**src/rtl/serial_pattern_gen_if.sv**
```systemverilog
// ============================================================================
//  Module   : serial_pattern_gen_if
//  Brief    : Control/data bundle between a pattern source and the serial
//             pattern generator (master = generator side).
//  Revision : 1.0 - initial release
// ============================================================================
`default_nettype none

interface serial_pattern_gen_if #(
    parameter int PAT_W = 8
) ();
    logic             Start;
    logic [PAT_W-1:0] Pattern;
    logic [3:0]       Length;
    logic [3:0]       Repeat;
    logic             w;
    logic             w_valid;
    logic             Busy;
    logic             Done;
    logic [3:0]       CurState;

    // Generator view: takes the burst request, drives the serial stream.
    modport master (
        input  Start, Pattern, Length, Repeat,
        output w, w_valid, Busy, Done, CurState
    );

    // Requester view: issues the burst request, observes the stream.
    modport slave (
        output Start, Pattern, Length, Repeat,
        input  w, w_valid, Busy, Done, CurState
    );
endinterface

`default_nettype wire

```
**src/rtl/serial_pattern_gen.sv**
```systemverilog
// ============================================================================
//  Module   : serial_pattern_gen
//  Brief    : Loads a pattern word and shifts it out MSB-first on w, one bit
//             per TICK_DIV clocks, repeating with zero-filled gaps, then
//             pulses Done. Exposes the state code for a HEX display.
//  Revision : 1.0 - initial release
// ============================================================================
`default_nettype none

module serial_pattern_gen #(
    parameter int PAT_W    = 8,
    parameter int TICK_DIV = 1,
    parameter int GAP_BITS = 2
) (
    input  logic                Clock,
    input  logic                Resetn,
    serial_pattern_gen_if.master bus
);

    localparam logic [3:0] ST_IDLE  = 4'h0;
    localparam logic [3:0] ST_LOAD  = 4'h1;
    localparam logic [3:0] ST_SHIFT = 4'h2;
    localparam logic [3:0] ST_GAP   = 4'h3;
    localparam logic [3:0] ST_DONE  = 4'h4;

    localparam int TW      = (TICK_DIV > 1) ? $clog2(TICK_DIV) : 1;
    localparam int GAP_CYC = GAP_BITS * TICK_DIV;
    localparam int GW      = (GAP_CYC > 1) ? $clog2(GAP_CYC) : 1;

    localparam logic [TW-1:0] TICK_LAST = TW'(TICK_DIV - 1);
    // GAP is unreachable when GAP_CYC is 0; the clamp only keeps the constant legal.
    localparam logic [GW-1:0] GAP_LAST  = GW'((GAP_CYC > 0) ? GAP_CYC - 1 : 0);
    localparam logic [3:0]    PAT_W4    = 4'(PAT_W);

    logic [3:0]       state_q, state_d;
    logic [PAT_W-1:0] win_q,   win_d;    // live shift window, MSB is on w
    logic [PAT_W-1:0] copy_q,  copy_d;   // aligned copy used to reload repeats
    logic [3:0]       len_q,   len_d;    // effective burst length
    logic [3:0]       bit_q,   bit_d;    // bits left in current burst
    logic [3:0]       rep_q,   rep_d;    // repetitions still to send
    logic [TW-1:0]    tick_q,  tick_d;
    logic [GW-1:0]    gap_q,   gap_d;

    logic [3:0]       w_eff_len;
    logic [PAT_W-1:0] w_aligned;

    // Effective length and left-aligned pattern so bit Length-1 leaves first.
    always_comb begin
        w_eff_len = bus.Length;
        if ((bus.Length == 4'd0) || (bus.Length > PAT_W4)) begin
            w_eff_len = PAT_W4;
        end
        w_aligned = bus.Pattern << (PAT_W4 - w_eff_len);
    end

    // State register and datapath flops; reset aborts any burst immediately.
    always_ff @(posedge Clock or negedge Resetn) begin
        if (!Resetn) begin
            state_q <= ST_IDLE;
            win_q   <= '0;
            copy_q  <= '0;
            len_q   <= '0;
            bit_q   <= '0;
            rep_q   <= '0;
            tick_q  <= '0;
            gap_q   <= '0;
        end else begin
            state_q <= state_d;
            win_q   <= win_d;
            copy_q  <= copy_d;
            len_q   <= len_d;
            bit_q   <= bit_d;
            rep_q   <= rep_d;
            tick_q  <= tick_d;
            gap_q   <= gap_d;
        end
    end

    // Next-state and counter updates for the burst sequencer.
    always_comb begin
        state_d = state_q;
        win_d   = win_q;
        copy_d  = copy_q;
        len_d   = len_q;
        bit_d   = bit_q;
        rep_d   = rep_q;
        tick_d  = tick_q;
        gap_d   = gap_q;
        case (state_q)
            ST_IDLE: begin
                if (bus.Start) begin
                    state_d = ST_LOAD;
                end
            end
            ST_LOAD: begin
                win_d   = w_aligned;
                copy_d  = w_aligned;
                len_d   = w_eff_len;
                bit_d   = w_eff_len;
                rep_d   = bus.Repeat;
                tick_d  = '0;
                gap_d   = '0;
                state_d = ST_SHIFT;
            end
            ST_SHIFT: begin
                if (tick_q == TICK_LAST) begin
                    tick_d = '0;
                    win_d  = win_q << 1;
                    bit_d  = bit_q - 4'd1;
                    if (bit_q == 4'd1) begin
                        if (rep_q == 4'd0) begin
                            state_d = ST_DONE;
                        end else if (GAP_BITS > 0) begin
                            gap_d   = '0;
                            state_d = ST_GAP;
                        end else begin
                            // Back-to-back repeat: reload without leaving SHIFT.
                            win_d = copy_q;
                            bit_d = len_q;
                            rep_d = rep_q - 4'd1;
                        end
                    end
                end else begin
                    tick_d = tick_q + 1'b1;
                end
            end
            ST_GAP: begin
                if (gap_q == GAP_LAST) begin
                    gap_d   = '0;
                    tick_d  = '0;
                    rep_d   = rep_q - 4'd1;
                    win_d   = copy_q;
                    bit_d   = len_q;
                    state_d = ST_SHIFT;
                end else begin
                    gap_d = gap_q + 1'b1;
                end
            end
            ST_DONE: begin
                state_d = ST_IDLE;
            end
            default: begin
                state_d = ST_IDLE;
            end
        endcase
    end

    // Outputs decoded purely from registered state; no input-to-output path.
    always_comb begin
        bus.CurState = state_q;
        bus.Busy     = (state_q != ST_IDLE);
        bus.w_valid  = (state_q == ST_SHIFT) || (state_q == ST_GAP);
        bus.w        = (state_q == ST_SHIFT) && win_q[PAT_W-1];
        bus.Done     = (state_q == ST_DONE);
    end

endmodule

`default_nettype wire

```
**src/flat_wrapper.sv**
```systemverilog
// flat-port wrapper written by rule: the top's interface ports become plain ports
module serial_pattern_gen_flat 
#(
    parameter int PAT_W    = 8,
    parameter int TICK_DIV = 1,
    parameter int GAP_BITS = 2
)
  (Clock, Resetn, bus_Start, bus_Pattern, bus_Length, bus_Repeat, bus_w, bus_w_valid, bus_Busy, bus_Done, bus_CurState);
  serial_pattern_gen_if #(.PAT_W(PAT_W)) bus_i ();
  input  logic Clock;
  input  logic Resetn;
  input wire logic [$bits(bus_i.Start)-1:0] bus_Start;
  input wire logic [$bits(bus_i.Pattern)-1:0] bus_Pattern;
  input wire logic [$bits(bus_i.Length)-1:0] bus_Length;
  input wire logic [$bits(bus_i.Repeat)-1:0] bus_Repeat;
  output wire logic [$bits(bus_i.w)-1:0] bus_w;
  output wire logic [$bits(bus_i.w_valid)-1:0] bus_w_valid;
  output wire logic [$bits(bus_i.Busy)-1:0] bus_Busy;
  output wire logic [$bits(bus_i.Done)-1:0] bus_Done;
  output wire logic [$bits(bus_i.CurState)-1:0] bus_CurState;
  assign bus_i.Start = bus_Start;
  assign bus_i.Pattern = bus_Pattern;
  assign bus_i.Length = bus_Length;
  assign bus_i.Repeat = bus_Repeat;
  assign bus_w = bus_i.w;
  assign bus_w_valid = bus_i.w_valid;
  assign bus_Busy = bus_i.Busy;
  assign bus_Done = bus_i.Done;
  assign bus_CurState = bus_i.CurState;
  serial_pattern_gen #(.PAT_W(PAT_W), .TICK_DIV(TICK_DIV), .GAP_BITS(GAP_BITS)) u_core (.Clock(Clock), .Resetn(Resetn), .bus(bus_i));
endmodule
```
**config.mk**
```make
export PLATFORM = sky130hd
export DESIGN_NAME = serial_pattern_gen_flat
export DESIGN_NICKNAME = d
export VERILOG_FILES = /design/src/rtl/serial_pattern_gen_if.sv /design/src/rtl/serial_pattern_gen.sv /design/src/flat_wrapper.sv
export SDC_FILE = /design/constraint.sdc
export NUM_CORES = 1
export LEC_CHECK = 0
export ABC_CLOCK_PERIOD_IN_PS = 3820
export CORE_MARGIN = 2
export CORE_UTILIZATION = 45
export CTS_BUF_LIST = sky130_fd_sc_hd__clkbuf_4
export DETAILED_ROUTE_END_ITERATION = 10
export GPL_TIMING_DRIVEN = 0
export HOLD_SLACK_MARGIN = 0.05
export PLACE_DENSITY = 0.67
export SETUP_SLACK_MARGIN = 0.02
export SYNTH_ARGS = -nofsm -noshare
export SYNTH_HDL_FRONTEND = slang
export SYNTH_SLANG_ARGS = --single-unit
export TNS_END_PERCENT = 30
```
**constraint.sdc**
```tcl
create_clock -name Clock -period 3.82 [get_ports Clock]
set_input_delay 0.764 -clock Clock [delete_from_list [all_inputs] [get_ports Clock]]
set_output_delay 0.764 -clock Clock [all_outputs]
set_load 0.1 [all_outputs]
```
==> results.md <==
- The part of the power in the clock network is 0.092.
- Of the synthesized area, sequential elements account for 0.370.
- Derived from the worst setup path, the maximum achievable clock frequency is 282 MHz.
- The pin slew with the least headroom to its limit is 963 ps.
- The first global-routing pass estimated 8410 microns of wire.
- The yosys synthesis warning count is 0.
- The type of the worst setup path is reg2out.
- The via count of the first global-routing pass was 1771.
- At the worst endpoint, the arrival time is 2780 ps.
- The worst setup path is launched from a flop.
- The largest net degree at the start of global routing is 33.
- In the layout the commonest cells are dfrtp_1 (32), nand2_1 (23), clkdlybuf4s50_1 (22).
- The worst hold slack after final layout is 466 ps.
- A synthesized cell averages 9.03 sq um.
- For this design the total switching power over the nets is 0.00108 W.
- The commonest non-fill, non-tap cell in the layout is dfrtp_1.
- Power spread over the standard cell area amounts to 860 nW/um^2.
- The worst setup path startpoint is u_core.bus.CurState[1].
- The global routing met2 resource utilization is 0.311.
- The detail route stage leaves a number of antenna-violating nets equal to 0.
- The worst pin sits at a relative slew slack of 0.356.
- Between clock sinks in the finished design, the worst skew comes to 13.4 ps.
- The first routing iteration left 109 violations.
- For this configuration, the core starts out at a cell density of 0.462.
- The run finished with clean final reports.
- The count of unresolved DRC violations after routing is 0.
- In this run the standard cell core region covers 4690 sq um.
- The die area is 5390 sq um.
- The number of antenna cells inserted is 0.
- TritonCTS built the clock tree.
- Synthesis handed over a netlist of 240 instances.
- The critical path goes through buf_2 > nand2b_1 > buf_2 > inv_1 > buf_2 > clkdlybuf4s50_1.
- The layout cell share with drive strength beyond 1 is 0.137.
- Summed over all layers, the routed wires come to 4910 microns.
- For this run, global-route usage on met1 was measured as 0.291.
- The cell type of the slowest stage on the worst timing path is clkdlybuf4s50_1.
- The leakage power figure is 1.09 nW.
- Buffers placed on the I/O ports in this run total 23.
- Counting both buffers and inverters, the worst setup path holds a total of 5.
- Across the run, the number of max-cap violations was 0.
- The multi-input combinational cells in the finished layout cover a total of 1190 sq um.
- Summing every instance area after synthesis gives 2170 sq um.
- The buffer levels on the longest clock path is 2.
- In the final routed layout, each cell accounts on average for 15.1 microns.
- STA puts the critical path data required time at 3060 ps.
- Counting stages on the worst path, the most repeated cell is buf_2.
- The area growth from synthesis to layout is 16.1%.
- The total count of max-transition violations in the final report is 0.
- The register area is 801 sq um.
- The register bit count reported by yosys is 32.
- For this run, the total global-route usage over all layers was measured as 0.202.
- Before antenna repair, the detailed router went through 4 iterations.
- The number of buffers inserted by post-CTS setup repair is 0.
- Post-CTS repair changed the size of 0 cells.
- Cell internal power was estimated by the tool at 0.00109 W.
- The number of antenna violations at the first check in global routing is 0.
- The type of element capturing the critical path is an output pin.
- The later pin in the worst-skew pair is clocked with a latency of 340 ps.
- The number of distinct library cell variants in the gate-level netlist after synthesis is 58.
- The switching part of the total power is 0.497.
- For this design the top-level I/O count stands at 27.
- The critical path's largest stage delay is 1170 ps.
- In this run the critical register-to-register path is launched from u_core.gap_q.
- For this run, the post-layout net count is 293.
- After detailed routing, the number of vias per cell comes to 5.66.
- The worst hold path belongs to the class in2async.
- The residual overflow from global routing is 0.
- Of all nets on the critical path, the largest fanout is 10.
- The number of buffers inserted by hold repair at cts is 0.
- The total power after layout is 0.00216 W.
- The minimum period implied by the final worst setup slack is 3550 ps.
- The die height is 73.4 microns.
- Counting the fill cells in the layout gives 451.
- The top flip-flop cell by instance count after synthesis is dfrtp_1.
- Counting flops with a built-in enable in the synthesized netlist gives 0.
- The number of endpoints with negative hold slack in the final report is 0.
- The tree built by TritonCTS fans out to 32 sinks.
- The H-tree generated during clock tree synthesis spans 2 levels.
- CTS placed an instance of clkbuf_4 at the clock tree root.
- Dividing the final minimum period by the clock period gives 0.929.
- The post-route worst setup slack is 273 ps.
- The post-DP HPWL is 3600 microns.
- The cell family contributing the most delay on the critical path is buffers and inverters.
- The total vias in the final route is 1840.
- The met3 track utilization from global routing is 0.0370.
- The relative contribution of sequential cells to total power is 0.283.
- The setup violation total in the final timing report is 0.
- The CTS buffer count is 5.
- Across the VDD grid, the largest voltage drop is 0.380 mV.
- For this run, asynchronously set or reset flops after synthesis account for 1.00.
- The worst slack at placement is 615 ps.
- Setup repair after global routing left no endpoint under its margin.
- The share of power burned in combinational logic is 0.626.
- After floorplanning, the core was divided into 25 placement rows.
- The global routing stage identified its most utilized layer as met2.
- After routing, the total negative slack on setup checks comes to 0 ps.
- The width of the chip is 73.4 microns.
- The net count after synthesis is 263.
- After clock tree synthesis, the clock-pin slew on the worst setup and hold paths is 100 ps.
- At the end of routability-driven placement, the weighted congestion stood at 0.823.
## final cells by class
class	instances	share of cell area
multi-input combinational	178	0.473
buffer	21	0.0557
inverter	9	0.0139
clock inverter	1	0.00149
sequential	32	0.318
clock buffer	7	0.0209
timing repair buffer	23	0.0895
tap	54	0.0269
## worst reg2reg max path, cell delays in order (launching register included)
cell	delay, ps
dfrtp_1	360
buf_4	160
nand3b_1	210
nor3b_2	200
nand2_1	90
buf_2	240
buf_2	270
nand2_1	90
o41ai_1	70
## stage by stage
step / cell area (sq um) / util / cells
after floorplan: 2170 / - / 240
after global placement: 2460 / 0.525 / 317
after detailed placement: 2460 / 0.524 / 317
after CTS: 2520 / 0.536 / 325
after global routing: 2520 / 0.536 / 325
final: 2520 / 0.536 / 325
## sequential cells by signal, summed over array words and instances, names as in the netlist
name                 flops
u_core.copy_q            8
u_core.bit_q             4
u_core.rep_q             4
u_core.len_q             4
u_core.win_q             8
u_core.bus.CurState      3
u_core.gap_q             1
## logic make-up after synthesis
logic type | share of synthesized area
XOR/XNOR | 0.0243
AO/OA/AOI/OAI | 0.206
other | 0.00173
buffers and inverters | 0.0808
flip-flops | 0.370
multiplexers | 0.102
AND/OR/NAND/NOR | 0.192
adder cells (fa/ha/maj) | 0.0231
## metal layers
metal / vias up / routed length [microns]
li1: 922 / -
met1: 884 / 2430
met2: 29 / 2250
met3: 5 / 175
met4: 0 / 52
met5: - / 0
## synth_stat cells (2+ instances only)
library cell  number  share of area
o22ai_1            6          0.017
nor2b_1            5          0.014
nand3_1            6          0.014
buf_4              2         0.0069
clkbuf_1           3         0.0052
nand2b_1           3         0.0087
a21oi_1           21          0.048
buf_6              4          0.021
mux2i_1           18          0.083
or3_1              2         0.0058
nand4_1            3         0.0087
nor4b_1            2         0.0081
o21ai_1            2         0.0046
nor2_1            16          0.028
inv_1              8          0.014
nand2_1           23          0.040
o211ai_1           2         0.0069
buf_2             10          0.023
dfrtp_1           32           0.37
mux2_4             2          0.014
o21ai_0           21          0.048
ha_1               4          0.023
a211oi_1           3          0.010
nor3b_1            3          0.010
a22o_1             3          0.012
nor3_1             4         0.0092
## worst paths after layout
| check | to | slack [ps] | cells after the start |
|---|---|---|---|
| setup / recovery | bus_w_valid | 270 | 6 |
| hold / removal | u_core.bit_q[3] | 470 | 1 |
| setup reg to reg | u_core.copy_q[1] | 2040 | 8 |
| hold reg to reg | u_core.copy_q[3] | 490 | 2 |
| max in group asynchronous | u_core.bus.CurState[1] | 2880 | 1 |
| min in group Clock | u_core.copy_q[3] | 490 | 2 |
## power groups by stage
stage	clock, W	sequential [W]	combinational (W)
floorplan	0	0.000681	0.000974
global placement	0	0.000613	0.00134
detailed placement	0	0.000619	0.00135
CTS	0.000205	0.000611	0.00136
global route	0.000223	0.000634	0.00149
finish	0.000198	0.000612	0.00135
Note: power is estimated with default switching activity, not from simulation.
